**src/rtl/i2c_cfg_sequencer.sv**
```systemverilog
// rtl/i2c_cfg_sequencer.sv - walks a config LUT per camera channel and issues I2C commands to a shared master
// Optional build macro CFG_RETRY_EN: re-issue a failing entry up to 3 times before aborting.
module i2c_cfg_sequencer #(
    parameter int unsigned           NUM_CH     = 2,
    parameter int unsigned           IDX_W      = 8,
    parameter int unsigned           ADDR_W     = 8,
    parameter int unsigned           DATA_W     = 16,
    parameter int unsigned           READ_CNT   = 2,
    parameter logic [ADDR_W-1:0]     DELAY_ADDR = 8'hFF,
    parameter int unsigned           DELAY_UNIT = 1000,
    parameter int unsigned           INIT_DELAY = 20'd1000000,
    parameter int unsigned           CW         = 20,
    localparam int unsigned          CH_W       = (NUM_CH > 1) ? $clog2(NUM_CH) : 1
) (
    input  logic                     clk,
    input  logic                     rst,
    input  logic                     start,
    output logic [IDX_W-1:0]         lut_index,
    input  logic [ADDR_W+DATA_W-1:0] lut_data,
    input  logic [IDX_W-1:0]         lut_size,
    output logic [CH_W-1:0]          ch_idx,
    output logic                     i2c_req,
    output logic                     i2c_rnw,
    output logic [ADDR_W-1:0]        i2c_addr,
    output logic [DATA_W-1:0]        i2c_wdata,
    input  logic                     i2c_done,
    input  logic                     i2c_nack,
    input  logic [DATA_W-1:0]        i2c_rdata,
    output logic                     busy,
    output logic                     cfg_done,
    output logic                     cfg_err,
    output logic [CH_W-1:0]          err_ch,
    output logic [IDX_W-1:0]         err_index
);

    localparam int unsigned PW = DATA_W + 32;

    typedef enum logic [3:0] {
        IDLE, INIT_WAIT, FETCH, ISSUE, WAIT_RESP, DELAY, NEXT, DONE, ERR
    } state_t;

    state_t              state_q, state_d;
    logic [IDX_W-1:0]    lut_index_q, lut_index_d;
    logic [CH_W-1:0]     ch_idx_q, ch_idx_d;
    logic [CW-1:0]       cnt_q, cnt_d;
    logic [ADDR_W-1:0]   cmd_addr_q, cmd_addr_d;
    logic [DATA_W-1:0]   cmd_data_q, cmd_data_d;
    logic                rnw_q, rnw_d;
    logic                req_q, req_d;
    logic                busy_q, busy_d;
    logic                done_q, done_d;
    logic                err_q, err_d;
    logic [CH_W-1:0]     err_ch_q, err_ch_d;
    logic [IDX_W-1:0]    err_index_q, err_index_d;
`ifdef CFG_RETRY_EN
    logic [1:0]          retry_q, retry_d;
`endif

    logic [ADDR_W-1:0]   lut_addr;
    logic [DATA_W-1:0]   lut_reg;
    logic [PW-1:0]       delay_prod;
    logic [CW-1:0]       delay_sat;
    logic                resp_fail;
    logic                last_entry;
    logic                last_ch;

    assign lut_addr   = lut_data[ADDR_W+DATA_W-1:DATA_W];
    assign lut_reg    = lut_data[DATA_W-1:0];
    assign delay_prod = PW'(lut_reg) * PW'(DELAY_UNIT);
    // Long delays clamp to the counter range rather than wrapping to a short one.
    assign delay_sat  = (|delay_prod[PW-1:CW]) ? {CW{1'b1}} : delay_prod[CW-1:0];
    assign resp_fail  = i2c_nack || (rnw_q && (i2c_rdata != cmd_data_q));
    assign last_entry = (lut_index_q == lut_size - IDX_W'(1));
    assign last_ch    = (ch_idx_q == CH_W'(NUM_CH - 1));

    always_comb begin
        state_d     = state_q;
        lut_index_d = lut_index_q;
        ch_idx_d    = ch_idx_q;
        cnt_d       = cnt_q;
        cmd_addr_d  = cmd_addr_q;
        cmd_data_d  = cmd_data_q;
        rnw_d       = rnw_q;
        busy_d      = busy_q;
        done_d      = done_q;
        err_d       = err_q;
        err_ch_d    = err_ch_q;
        err_index_d = err_index_q;
`ifdef CFG_RETRY_EN
        retry_d     = retry_q;
`endif

        case (state_q)
            IDLE, DONE, ERR: begin
                state_d = IDLE;
                if (start) begin
                    done_d      = 1'b0;
                    err_d       = 1'b0;
                    err_ch_d    = '0;
                    err_index_d = '0;
                    lut_index_d = '0;
                    ch_idx_d    = '0;
                    busy_d      = 1'b1;
                    cnt_d       = CW'(INIT_DELAY);
                    state_d     = INIT_WAIT;
                end
            end
            INIT_WAIT: begin
                if (cnt_q <= CW'(1)) begin
                    state_d = (lut_size == '0) ? DONE : FETCH;
                end else begin
                    cnt_d = cnt_q - CW'(1);
                end
            end
            FETCH: begin
                cmd_addr_d = lut_addr;
                cmd_data_d = lut_reg;
`ifdef CFG_RETRY_EN
                retry_d    = '0;
`endif
                if (lut_addr == DELAY_ADDR) begin
                    cnt_d   = delay_sat;
                    state_d = DELAY;
                end else begin
                    rnw_d   = (lut_index_q < IDX_W'(READ_CNT));
                    state_d = ISSUE;
                end
            end
            ISSUE: state_d = WAIT_RESP;
            WAIT_RESP: begin
                if (i2c_done) begin
                    if (resp_fail) begin
`ifdef CFG_RETRY_EN
                        if (retry_q != 2'd3) begin
                            retry_d = retry_q + 2'd1;
                            state_d = ISSUE;
                        end else begin
                            state_d = ERR;
                        end
`else
                        state_d = ERR;
`endif
                    end else begin
                        state_d = NEXT;
                    end
                end
            end
            DELAY: begin
                // A zero count still spends exactly one cycle here.
                if (cnt_q <= CW'(1)) begin
                    state_d = NEXT;
                end else begin
                    cnt_d = cnt_q - CW'(1);
                end
            end
            NEXT: begin
                if (last_entry) begin
                    lut_index_d = '0;
                    if (last_ch) begin
                        state_d = DONE;
                    end else begin
                        ch_idx_d = ch_idx_q + CH_W'(1);
                        state_d  = FETCH;
                    end
                end else begin
                    lut_index_d = lut_index_q + IDX_W'(1);
                    state_d     = FETCH;
                end
            end
            default: state_d = IDLE;
        endcase

        // Request drops for at least one cycle after every done, so a retry is a fresh request.
        req_d = ((state_d == ISSUE) || (state_d == WAIT_RESP)) &&
                !((state_q == WAIT_RESP) && i2c_done);

        if (state_d == DONE) begin
            done_d = 1'b1;
            busy_d = 1'b0;
        end
        if (state_d == ERR) begin
            err_d       = 1'b1;
            err_ch_d    = ch_idx_q;
            err_index_d = lut_index_q;
            busy_d      = 1'b0;
        end
    end

    always_ff @(posedge clk or posedge rst) begin
        if (rst) begin
            state_q     <= IDLE;
            lut_index_q <= '0;
            ch_idx_q    <= '0;
            cnt_q       <= '0;
            cmd_addr_q  <= '0;
            cmd_data_q  <= '0;
            rnw_q       <= 1'b0;
            req_q       <= 1'b0;
            busy_q      <= 1'b0;
            done_q      <= 1'b0;
            err_q       <= 1'b0;
            err_ch_q    <= '0;
            err_index_q <= '0;
`ifdef CFG_RETRY_EN
            retry_q     <= '0;
`endif
        end else begin
            state_q     <= state_d;
            lut_index_q <= lut_index_d;
            ch_idx_q    <= ch_idx_d;
            cnt_q       <= cnt_d;
            cmd_addr_q  <= cmd_addr_d;
            cmd_data_q  <= cmd_data_d;
            rnw_q       <= rnw_d;
            req_q       <= req_d;
            busy_q      <= busy_d;
            done_q      <= done_d;
            err_q       <= err_d;
            err_ch_q    <= err_ch_d;
            err_index_q <= err_index_d;
`ifdef CFG_RETRY_EN
            retry_q     <= retry_d;
`endif
        end
    end

    assign lut_index = lut_index_q;
    assign ch_idx    = ch_idx_q;
    assign i2c_req   = req_q;
    assign i2c_rnw   = rnw_q;
    assign i2c_addr  = cmd_addr_q;
    assign i2c_wdata = cmd_data_q;
    assign busy      = busy_q;
    assign cfg_done  = done_q;
    assign cfg_err   = err_q;
    assign err_ch    = err_ch_q;
    assign err_index = err_index_q;

endmodule

```
**config.mk**
```make
export PLATFORM = sky130hd
export DESIGN_NAME = i2c_cfg_sequencer
export DESIGN_NICKNAME = d
export VERILOG_FILES = /design/src/rtl/i2c_cfg_sequencer.sv
export SDC_FILE = /design/constraint.sdc
export NUM_CORES = 1
export LEC_CHECK = 0
export ABC_AREA = 0
export BUFFER_PORTS_ARGS = -buffer_cell sky130_fd_sc_hd__buf_4
export CORE_ASPECT_RATIO = 2
export CORE_MARGIN = 10
export CORE_UTILIZATION = 55
export CTS_BUF_LIST = sky130_fd_sc_hd__clkbuf_4 sky130_fd_sc_hd__clkbuf_8
export CTS_CLUSTER_DIAMETER = 80
export DETAILED_ROUTE_END_ITERATION = 16
export HOLD_SLACK_MARGIN = 0.12
export PLACE_DENSITY = 0.85
export SKIP_LAST_GASP = 1
export SLEW_MARGIN = 20
export SYNTH_ARGS = -nofsm -noshare
export SYNTH_HDL_FRONTEND = slang
export SYNTH_SLANG_ARGS = --single-unit
```
**constraint.sdc**
```tcl
create_clock -name clk -period 2.85 [get_ports clk]
set_input_delay 0.57 -clock clk [delete_from_list [all_inputs] [get_ports clk]]
set_output_delay 0.57 -clock clk [all_outputs]
set_load 0.05 [all_outputs]
```
-- Yosys cells after proc, flatten, opt, wreduce, memory -nomap -nowiden
Index checks and enable logic that the tools add are counted.
- input bits: 53
- logic and storage cells: 98
- output and inout port bits: 47
- register bits after elaboration: 71
- reductions and logical operators: 26
- $add $sub $neg: 4
- order comparisons: 2
- eq/ne operators: 19
- multipliers: 1
- bitwise operators: 1
- muxes and demuxes: 32
- operators by type and width (cell ; count):
    $mux 20 ; 4
    $pmux 20 s3 ; 1
    $mux 8 ; 4
    $pmux 4 s7 ; 1
    $eq 4x3->1 const B ; 6
    $mul 16x7->23 const B ; 1
    $le 20x1->1 const B ; 1
    $mux 4 ; 5
    $sub 20x1->20 const B ; 1
    $ne 16x16->1 ; 1
    $pmux 8 s2 ; 1
    $eq 4x2->1 const B ; 3
    $mux 1 ; 12
    $reduce_and 2->1 ; 5
    $reduce_bool 2->1 ; 5
    $mux 3 ; 3
    $reduce_bool 3->1 ; 3
    $add 8x1->8 const B ; 1
    $eq 4x4->1 const B ; 2
    $eq 8x8->1 ; 1
    $eq 8x8->1 const B ; 1
    $logic_not 8->1 ; 1
    $lt 8x2->1 const B ; 1
    $ne 2x2->1 const B ; 4
    other kinds (14) ; 17

-- Logic depth before layout (Yosys ltp)
Gate-level depths: netlist of the first run.
- depth in word-level cells: 9
- gate-level depth with buffers: 18
- depth with buffers taken out: 17

-- Least setup slack after synthesis of the first run
OpenSTA, ideal clock, no wires.
- path kind: input-to-reg
- start point: in lut_data[8]
- end point: reg cnt_q[5]
- stages on the path: 17
- arrival time: 4.821 ns
- setup slack: -2.092 ns
- data required time: 2.729 ns
- path buffers: 1
- setup time: 0.121 ns
- cells stage by stage: inv_1 fa_1 fa_1 inv_1 fa_1 inv_1 fa_1 inv_1 ha_1 clkbuf_1 nand4_1 nor3_2 o221a_2 o211ai_2 o21ai_4 o311ai_1 a22o_1
- longest elaborated chain between the ends: 5
- RTL lines (element ; RTL line ; text):
    start: declaration ; 19 ; input logic [ADDR_W+DATA_W-1:0] lut_data,
    $mul 16x7->23 ; 69 ; assign delay_prod = PW'(lut_reg) * PW'(DELAY_UNIT);
    $reduce_or 6->1 ; 71 ; assign delay_sat = (|delay_prod[PW-1:CW]) ? {CW{1'b1}} : delay_prod[CW-1:0];
    $mux 20 ; 71 ;
    $mux 20 ; 121 ; if (lut_addr == DELAY_ADDR) begin
    $pmux 20 s3 ; 93 ; case (state_q)
    end signal: assignment ; 211 ; cnt_q <= cnt_d;
    end: declaration ; 45 ; logic [CW-1:0] cnt_q, cnt_d;
No other way between the ends. The select of a mux whose other input is x is not followed.
A chain may end at the register's enable or synchronous reset.

-- Worst setup path in the final report of the first run
- start point: in lut_data[4]
- end point: reg cnt_q[5]
The elaborated chain is that of the path after synthesis.

==> metrics.log, run 1 <==
[metrics] status: complete, but fails checks
[metrics] failing checks: setup timing
[metrics] async set-reset flop share out of synthesis: 100%
[metrics] required time of the worst setup path: 3120 ps
[metrics] average vias per placed instance: 6.25
[metrics] count of inserted antenna diode cells: 0
[metrics] worst r2r dst: cnt_q[5]
[metrics] maximum vdd drop: 0.963 mV
[metrics] total of buffers placed on input and output ports: 99
[metrics] Syn-to-layout area delta: 33.7%
[metrics] post-synthesis sequential element count: 71
[metrics] synthesized cell area: 0.00684 mm^2
[metrics] GRT Util Overall: 27.3%
[metrics] Switching Share: 48.8%
[metrics] overall die height: 178 um
[metrics] number of global-route vias before repair: 7,513
[metrics] Pre-Repair DR Iteration Count: 5
[metrics] number of max-slew violations in the final report: 0
[metrics] clock share of power: 7.8%
[metrics] register clock-pin slew on the reported worst setup and hold paths: 100 ps
[metrics] detailed-route via count: 6,908
[metrics] actual transition at the worst max-transition pin: 696 ps
[metrics] slew margin rel.: 53.5%
[metrics] Placer Congestion: 0.962
[metrics] nets in the synthesized netlist: 916
[metrics] insertion delay of the later-clocked pin in the worst-skew pair: 380 ps
[metrics] max-cap violations: 0
[metrics] DIE AREA: 0.0176 mm^2
[metrics] CTS tree: yes
[metrics] ratio of total power to cell area: 1110 mW/mm^2
[metrics] remaining design rule violation count: 0
[metrics] Crit-path slowest cell: fa_1
[metrics] utilization of the core after routing: 75.0%
[metrics] proportion of layout cells with a drive suffix above 1: 33.2%
[metrics] top flip-flop cell by instance count after synthesis: dfrtp_1
[metrics] # placed instances: 1,071
[metrics] smallest hold slack: 290 ps
[metrics] Tcrit/Tclk final: 168%
[metrics] leakage power figure: 0.00434 uW
[metrics] number of nets in the layout: 1,118
[metrics] kind of path behind the tightest hold check: in -> async
[metrics] Setup violations, final: 20
[metrics] Clock Skews: 14.8 ps
[metrics] synth unique cells: 76
[metrics] Worst EP arrival: 5060 ps
[metrics] clock sink count: 71
[metrics] largest fanout of any net on the critical path: 5
[metrics] placement row count: 57
[metrics] post-detail-place hpwl: 16,900 um
[metrics] clk buf depth: 2
[metrics] fin cells: 1,105
[metrics] maximum level of the CTS H-tree: 3
[metrics] syn_area_per_cell: 9.11 um^2
[metrics] number of buffers inserted during clock tree synthesis: 9
[metrics] CTS Root Cell: clkbuf_8
[metrics] slack of the worst reg-to-reg path: 230 ps
[metrics] worst r2r src: cnt_q[5]
[metrics] crit path setup slack, layout: -1940 ps
[metrics] peak per-stage delay on the critical path: 640 ps
[metrics] part of the Yosys area used for sequential elements: 26.0%
[metrics] Net Switching: 4970 uW
[metrics] part of the total power dissipated in sequential elements: 15.7%
[metrics] final antenna-violating net count: 0
[metrics] first-pass GRT wire length: 38,300 um
[metrics] number of enable flip-flop cells after synthesis: 0
[metrics] fraction of power consumed by combinational cells: 76.5%
[metrics] width of the die: 98.9 um
[metrics] number of antenna violations at the first check in global routing: 0
[metrics] instance count of the mapped netlist: 751
[metrics] total of hold buffers inserted after clock tree synthesis: 0
[metrics] time the worst path needs with I/O delays and setup: 4790 ps
[metrics] cell breakdown of the critical path: buf_8 > clkinvlp_4 > fa_1 > fa_1 > fa_1 > fa_1 > inv_2 > ha_4 > buf_4 > nand4_1 > a211oi_2 > a22oi_2 > mux2_2 > o211ai_4 > o21ai_4 > buf_6 > o311ai_2 > a22o_1
[metrics] cell seen most often among critical-path stages: fa_1
[metrics] Hold Violations, Final: 0
[metrics] starting density of the core: 56.1%
[metrics] unrepaired setup endpoints after global routing: true
[metrics] Cell Int Power: 5220 uW
[metrics] Detailed Route Iter0 Violations: 554
[metrics] Highest Clock Rate: 0.209 GHz
[metrics] average wire per cell in the routed design: 22.2 um
[metrics] endpoint of the most critical setup path: cnt_q[5]
[metrics] start point of the critical path: lut_data[4]
[metrics] drt total wl: 24,600 um
[metrics] IO Pins: 100
[metrics] placeable core region: 0.0122 mm^2
[metrics] total number of yosys warnings: 0
[metrics] remaining global-route overflow: 0
[metrics] maximum number of pins on one net before global-route repair: 50
[metrics] R2R depth: 7
[metrics] CP Launch Type: input pin
[metrics] crit path kind: in -> reg
[metrics] critical path endpoint category: flip-flop
## registers in the layout, indices dropped and copies added, names as in the netlist, 4 cells and up
register / cells
i2c_wdata: 16
cnt_q: 20
state_q: 4
lut_index: 8
i2c_addr: 8
err_index: 8
## how the worst min path moves through the flow
stage               slack (ps)  depth (start not counted)   startpoint     endpoint
finish                     290                          2          rst  i2c_addr[6]
global route               350                          2          rst  i2c_addr[6]
detailed placement         460                          2      cfg_err      cfg_err
global placement           460                          2  i2c_addr[1]  i2c_addr[1]
floorplan                  500                          1    cnt_q[15]    cnt_q[15]
CTS                        300                          2          rst  i2c_addr[6]
## cells in the mapped netlist (7+ instances only)
master | number | area (um^2)
xor2_1 | 30 | 263
a21oi_1 | 28 | 140
nor3_1 | 15 | 75.1
inv_1 | 99 | 372
fa_1 | 54 | 1080
xnor2_1 | 20 | 175
nand2_1 | 92 | 345
o22a_1 | 8 | 70.1
clkbuf_1 | 19 | 71.3
o21ai_0 | 56 | 280
nand3_1 | 17 | 85.1
ha_1 | 58 | 726
dfrtp_1 | 71 | 1780
o211ai_1 | 7 | 52.6
nand4_1 | 10 | 62.6
nor2_1 | 33 | 124
## final cells by class
class | count | area, um^2
Multi-Input combinational cell | 553 | 4900
Fill cell | 728 | 3040
Sequential cell | 71 | 1780
Timing Repair Buffer | 219 | 1720
Inverter | 99 | 390
Tap cell | 147 | 184
Clock buffer | 9 | 124
Clock inverter | 7 | 61.3
## cells by family after synthesis
kind of cell / share of synthesized area (%)
AOI/OAI and AO/OA: 17.1
adders and majority gates: 26.4
and+or+nand+nor: 16.1
buffers and inverters: 7.29
xor gates and xnor gates: 6.73
DFF: 26.0
muxes: 0.475
## layout by cell type, fill, tap and decap left out, types with 7 or more instances in the layout
cell	netlist	routed
a21oi_1	28	21
a21oi_2	1	8
buf_4	0	205
buf_6	2	10
clkbuf_8	0	9
clkinvlp_4	0	7
dfrtp_1	71	71
fa_1	54	53
ha_1	58	43
ha_4	0	12
inv_1	99	86
inv_2	0	8
nand2_1	92	89
nand3_1	17	17
nand4_1	10	10
nor2_1	33	33
nor3_1	15	13
o211ai_1	7	7
o21ai_0	56	54
o22a_1	8	8
xnor2_1	20	20
xor2_1	30	30
## power groups by stage
stage | Clock [uW] | Sequential (uW) | Combinational (uW)
6_report | 795 | 1600 | 7800
5_1_grt | 842 | 1630 | 8250
4_1_cts | 800 | 1570 | 7200
3_5_place_dp | 0 | 1590 | 6410
3_3_place_gp | 0 | 1580 | 6220
2_1_floorplan | 0 | 1930 | 3780
## per-layer routing
metal,global-route usage (%),wire length [um],vias up
li1,-,-,2968
met1,23.8,7320,3280
met2,49.6,13000,448
met3,6.27,1610,212
met4,24.8,2670,0
met5,0,0,-
## per-stage QoR
stage,area [um^2],power (uW),TNS (ps),worst slack (ps)
after detailed placement,8490,8000,-46970,-2450
after floorplan,6930,5720,-36350,-1880
after global routing,9150,10700,-39620,-2040
after CTS,9080,9580,-33380,-1760
after global placement,8490,7800,-44130,-2290
final,9150,10200,-37450,-1940
## worst max-delay path: cells and delay by family
kind                     cells  cell delay (ps)
buffers and inverters        5              580
AND/OR/NAND/NOR              1              160
multiplexers                 1              280
AO/OA/AOI/OAI                6              980
adder cells (fa/ha/maj)      5             2470
## repair_timing
item,in CTS,in global routing
pin swaps,52,15
resized for setup,57,8
endpoints found under the setup margin,20,20
buffers inserted,14,4
Power figures use the tool's default switching activity.
==> run 2, diff against run 1 <==
--- a/config.mk
+++ b/config.mk
@@ -5,7 +5,7 @@
 export SDC_FILE = /design/constraint.sdc
 export NUM_CORES = 1
 export LEC_CHECK = 0
-export ABC_AREA = 0
+export ABC_AREA = 1
 export BUFFER_PORTS_ARGS = -buffer_cell sky130_fd_sc_hd__buf_4
 export CORE_ASPECT_RATIO = 2
 export CORE_MARGIN = 10
==> metrics.log, run 2 <==
[metrics] total number of yosys warnings: 0 (unchanged)
[metrics] post-synthesis sequential element count: 71 (unchanged)
[metrics] IO Pins: 100 (unchanged)
[metrics] actual transition at the worst max-transition pin: 524 ps (-172 ps)
[metrics] syn_area_per_cell: 7.54 um^2 (-17%)
[metrics] crit path setup slack, layout: -1590 ps (+348 ps)
[metrics] Cell Int Power: 4840 uW (-7.4%)
[metrics] overall power of the completed layout: 8970 uW (-12%)
[metrics] proportion of layout cells with a drive suffix above 1: 28.0% (-5.2 points)
[metrics] placement row count: 58 (+1.8%)
[metrics] drt total wl: 22,600 um (-8.0%)
[metrics] Hold Violations, Final: 0 (unchanged)
[metrics] average wire per cell in the routed design: 17.6 um (-21%)
[metrics] Worst EP arrival: 4660 ps (-400 ps)
[metrics] status: complete, but fails checks
[metrics] CP Launch Type: input pin
[metrics] Detailed Route Iter0 Violations: 474 (-14%)
[metrics] Net Switching: 4130 uW (-17%)
[metrics] number of buffers inserted during clock tree synthesis: 9 (unchanged)
[metrics] Syn-to-layout area delta: 33.0%
[metrics] clock share of power: 13.2% (+5.4 points)
[metrics] routed metal-1 wire length: 7080 um (-3.4%)
[metrics] number of antenna violations at the first check in global routing: 0 (unchanged)
[metrics] number of global-route vias before repair: 7,704 (+2.5%)
[metrics] crit path kind: in -> reg
[metrics] maximum vdd drop: 0.917 mV (-4.8%)
[metrics] most used standard cell by instance count after synthesis: nand2_1
[metrics] synth unique cells: 42 (-45%)
[metrics] flip-flop count of the largest register after layout: 20 (unchanged)
[metrics] Clock Skews: 11.8 ps (-3.00 ps)
[metrics] met3 wire length: 962 um (-40%)
[metrics] top flip-flop cell by instance count after synthesis: dfrtp_1
[metrics] failing checks: setup timing
[metrics] leakage power figure: 0.00495 uW (+14%)
[metrics] CTS tree: yes
[metrics] largest fanout of any net on the critical path: 5 (unchanged)
[metrics] Yosys top cell by area: dfrtp_1
[metrics] instance count of the mapped netlist: 939 (+25%)
[metrics] total of buffers placed on input and output ports: 99 (unchanged)
[metrics] number of nets in the layout: 1,294 (+16%)
[metrics] part of the Yosys area used for sequential elements: 25.1% (-0.85 points)
[metrics] overall die height: 180 um (+1.5%)
[metrics] starting density of the core: 56.0% (-0.075 points)
[metrics] CTS Root Cell: clkbuf_8
[metrics] slew margin rel.: 65.1% (+12 points)
[metrics] Placer Congestion: 0.937 (-2.6%)
[metrics] aggregate negative setup slack: -30,900 ps (+6550 ps)
[metrics] Highest Clock Rate: 0.225 GHz (+7.8%)
[metrics] width of the die: 100 um (+1.3%)
[metrics] required time of the worst setup path: 3070 ps (-50 ps)
[metrics] register with the most flip-flops: cnt_q
[metrics] average vias per placed instance: 5.47 (-13%)
[metrics] total of hold buffers inserted after clock tree synthesis: 0 (unchanged)
[metrics] share of Yosys cell area claimed by the top area cell type: 25.1% (-0.85 points)
[metrics] nets in the synthesized netlist: 1,104 (+21%)
[metrics] count of inserted antenna diode cells: 0 (unchanged)
[metrics] GRT Util Overall: 25.0% (-2.3 points)
[metrics] detailed-route via count: 7,018 (+1.6%)
[metrics] number of max-slew violations in the final report: 0 (unchanged)
[metrics] first-pass GRT wire length: 36,600 um (-4.2%)
[metrics] maximum level of the CTS H-tree: 3 (unchanged)
[metrics] insertion delay of the later-clocked pin in the worst-skew pair: 360 ps (-20 ps)
[metrics] Pre-Repair DR Iteration Count: 7 (+2)
[metrics] utilization of the core after routing: 74.6% (-0.47 points)
[metrics] Tcrit/Tclk final: 156% (-12 points)
[metrics] placeable core region: 0.0126 mm^2 (+3.5%)
[metrics] Switching Share: 46.1% (-2.7 points)
[metrics] ratio of total power to cell area: 953 mW/mm^2 (-14%)
[metrics] kind of path behind the tightest hold check: in -> async
[metrics] part of the total power dissipated in sequential elements: 15.2% (-0.5 points)
[metrics] most common library cell in the layout ignoring fill and taps: nand2_1
[metrics] remaining design rule violation count: 0 (unchanged)
[metrics] smallest hold slack: 273 ps (-17.7 ps)
[metrics] fin cells: 1,284 (+16%)
[metrics] maximum number of pins on one net before global-route repair: 72 (+44%)
[metrics] Setup violations, final: 20 (unchanged)
[metrics] final antenna-violating net count: 0 (unchanged)
[metrics] critical path endpoint category: flip-flop
[metrics] clk buf depth: 2 (unchanged)
[metrics] most area-consuming cells after synthesis: dfrtp_1 (25%), fa_1 (15%), nand2_1 (12%)
[metrics] max-cap violations: 0 (unchanged)
[metrics] fraction of power consumed by combinational cells: 71.6% (-4.9 points)
[metrics] post-detail-place hpwl: 16,800 um (-0.38%)
[metrics] # placed instances: 1,249 (+17%)
[metrics] DIE AREA: 0.0181 mm^2 (+2.9%)
[metrics] remaining global-route overflow: 0 (unchanged)
[metrics] register clock-pin slew on the reported worst setup and hold paths: 80 ps (-20 ps)
[metrics] top post-synthesis cells by count: nand2_1 (218), inv_1 (172), nor2_1 (85)
[metrics] async set-reset flop share out of synthesis: 100% (unchanged)
[metrics] Routed met2 length: 12,800 um (-1.3%)
[metrics] synthesized cell area: 0.00708 mm^2 (+3.4%)
[metrics] time the worst path needs with I/O delays and setup: 4440 ps (-348 ps)
[metrics] most frequent cells in the layout: nand2_1 (192), buf_4 (188), inv_1 (153)
[metrics] clock sink count: 71 (unchanged)
[metrics] highest metal layer used by the detailed router: met4
[metrics] number of enable flip-flop cells after synthesis: 0 (unchanged)
[metrics] unrepaired setup endpoints after global routing: true
run 2: cell count changes after synthesis, sizes merged, moves of 8 or more:
| cell | delta |
|---|---|
| o22a | -8 |
| nor2 | +58 |
| nand2 | +127 |
| xor2 | -9 |
| nor4 | -9 |
| nand3 | +29 |
| inv | +76 |
| clkbuf | -11 |
run 2: critical path, cell delays in order:
cell and delay [ps]:
buf_6 90, clkinvlp_4 140, fa_1 640, fa_1 490
fa_1 510, fa_1 520, inv_1 60, ha_4 310
nand2_4 70, buf_4 140, nor3_4 200, nand2_2 100
nand2_1 60, nand2_1 50, nand2_1 80, nand2_1 70
inv_2 60, nand3_2 90, nand2_4 120, buf_12 110
buf_16 110, a22oi_1 60
run 2: cell type report:
type                            count  area, um^2
Fill cell                         857        3210
Clock buffer                        9         124
Tap cell                          150         188
Sequential cell                    71        1780
Multi-Input combinational cell    674        4920
Inverter                          177         689
Clock inverter                      7         168
Timing Repair Buffer              196        1550
run 2: cell families after synthesis:
group                      Yosys count  synth area share [%]
adders and majority gates          112                  25.5
buffers and inverters              194                  10.8
DFF                                 71                  25.1
and+or+nand+nor                    396                  23.6
xor gates and xnor gates            38                  4.70
AOI/OAI and AO/OA                  128                  10.2
run 2: routing by layer:
| layer | GRT usage, % | vias to the layer above |
|---|---|---|
| li1 | - | 3325 |
| met1 | 21.9 | 3309 |
| met3 | 3.69 | 117 |
| met2 | 48.1 | 267 |
| met4 | 17.8 | 0 |
| met5 | 0 | - |
run 2: power by group through the flow:
stage                     combinational [uW]  clock (uW)  sequential [uW]
final                                   6420        1190             1360
after global routing                    7060        1230             1380
after CTS                               5900        1190             1350
after detailed placement                5400           0             1370
after global placement                  5300           0             1370
after floorplan                         3500           0             1420
run 2: final timing paths:
check / startpoint / slack, ps / end / cells past startpoint
min in group clk: lut_data[19] / 440 / i2c_addr[3] / 3
max in group asynchronous: rst / 2230 / cnt_q[15] / 3
worst min-delay path: rst / 270 / i2c_addr[5] / 3
worst max-delay path: lut_data[4] / -1590 / cnt_q[7] / 22
worst max register to register: cnt_q[0] / 260 / cnt_q[11] / 10
worst min register to register: cfg_err / 490 / cfg_err / 2
run 2: timing repair:
item	CTS	global route
setup endpoints to repair	20	20
endpoints found under the hold margin	0	0
setup buffers	12	6
cloned	2	0
pin swaps	25	41
gates resized for setup	32	43
run 2: through the flow:
stage               instance area (um^2)  setup WS, ps
finish                              9420         -1590
global route                        9420         -1710
CTS                                 9260         -1430
detailed placement                  8710         -1880
global placement                    8710         -1850
floorplan                           7270         -1350
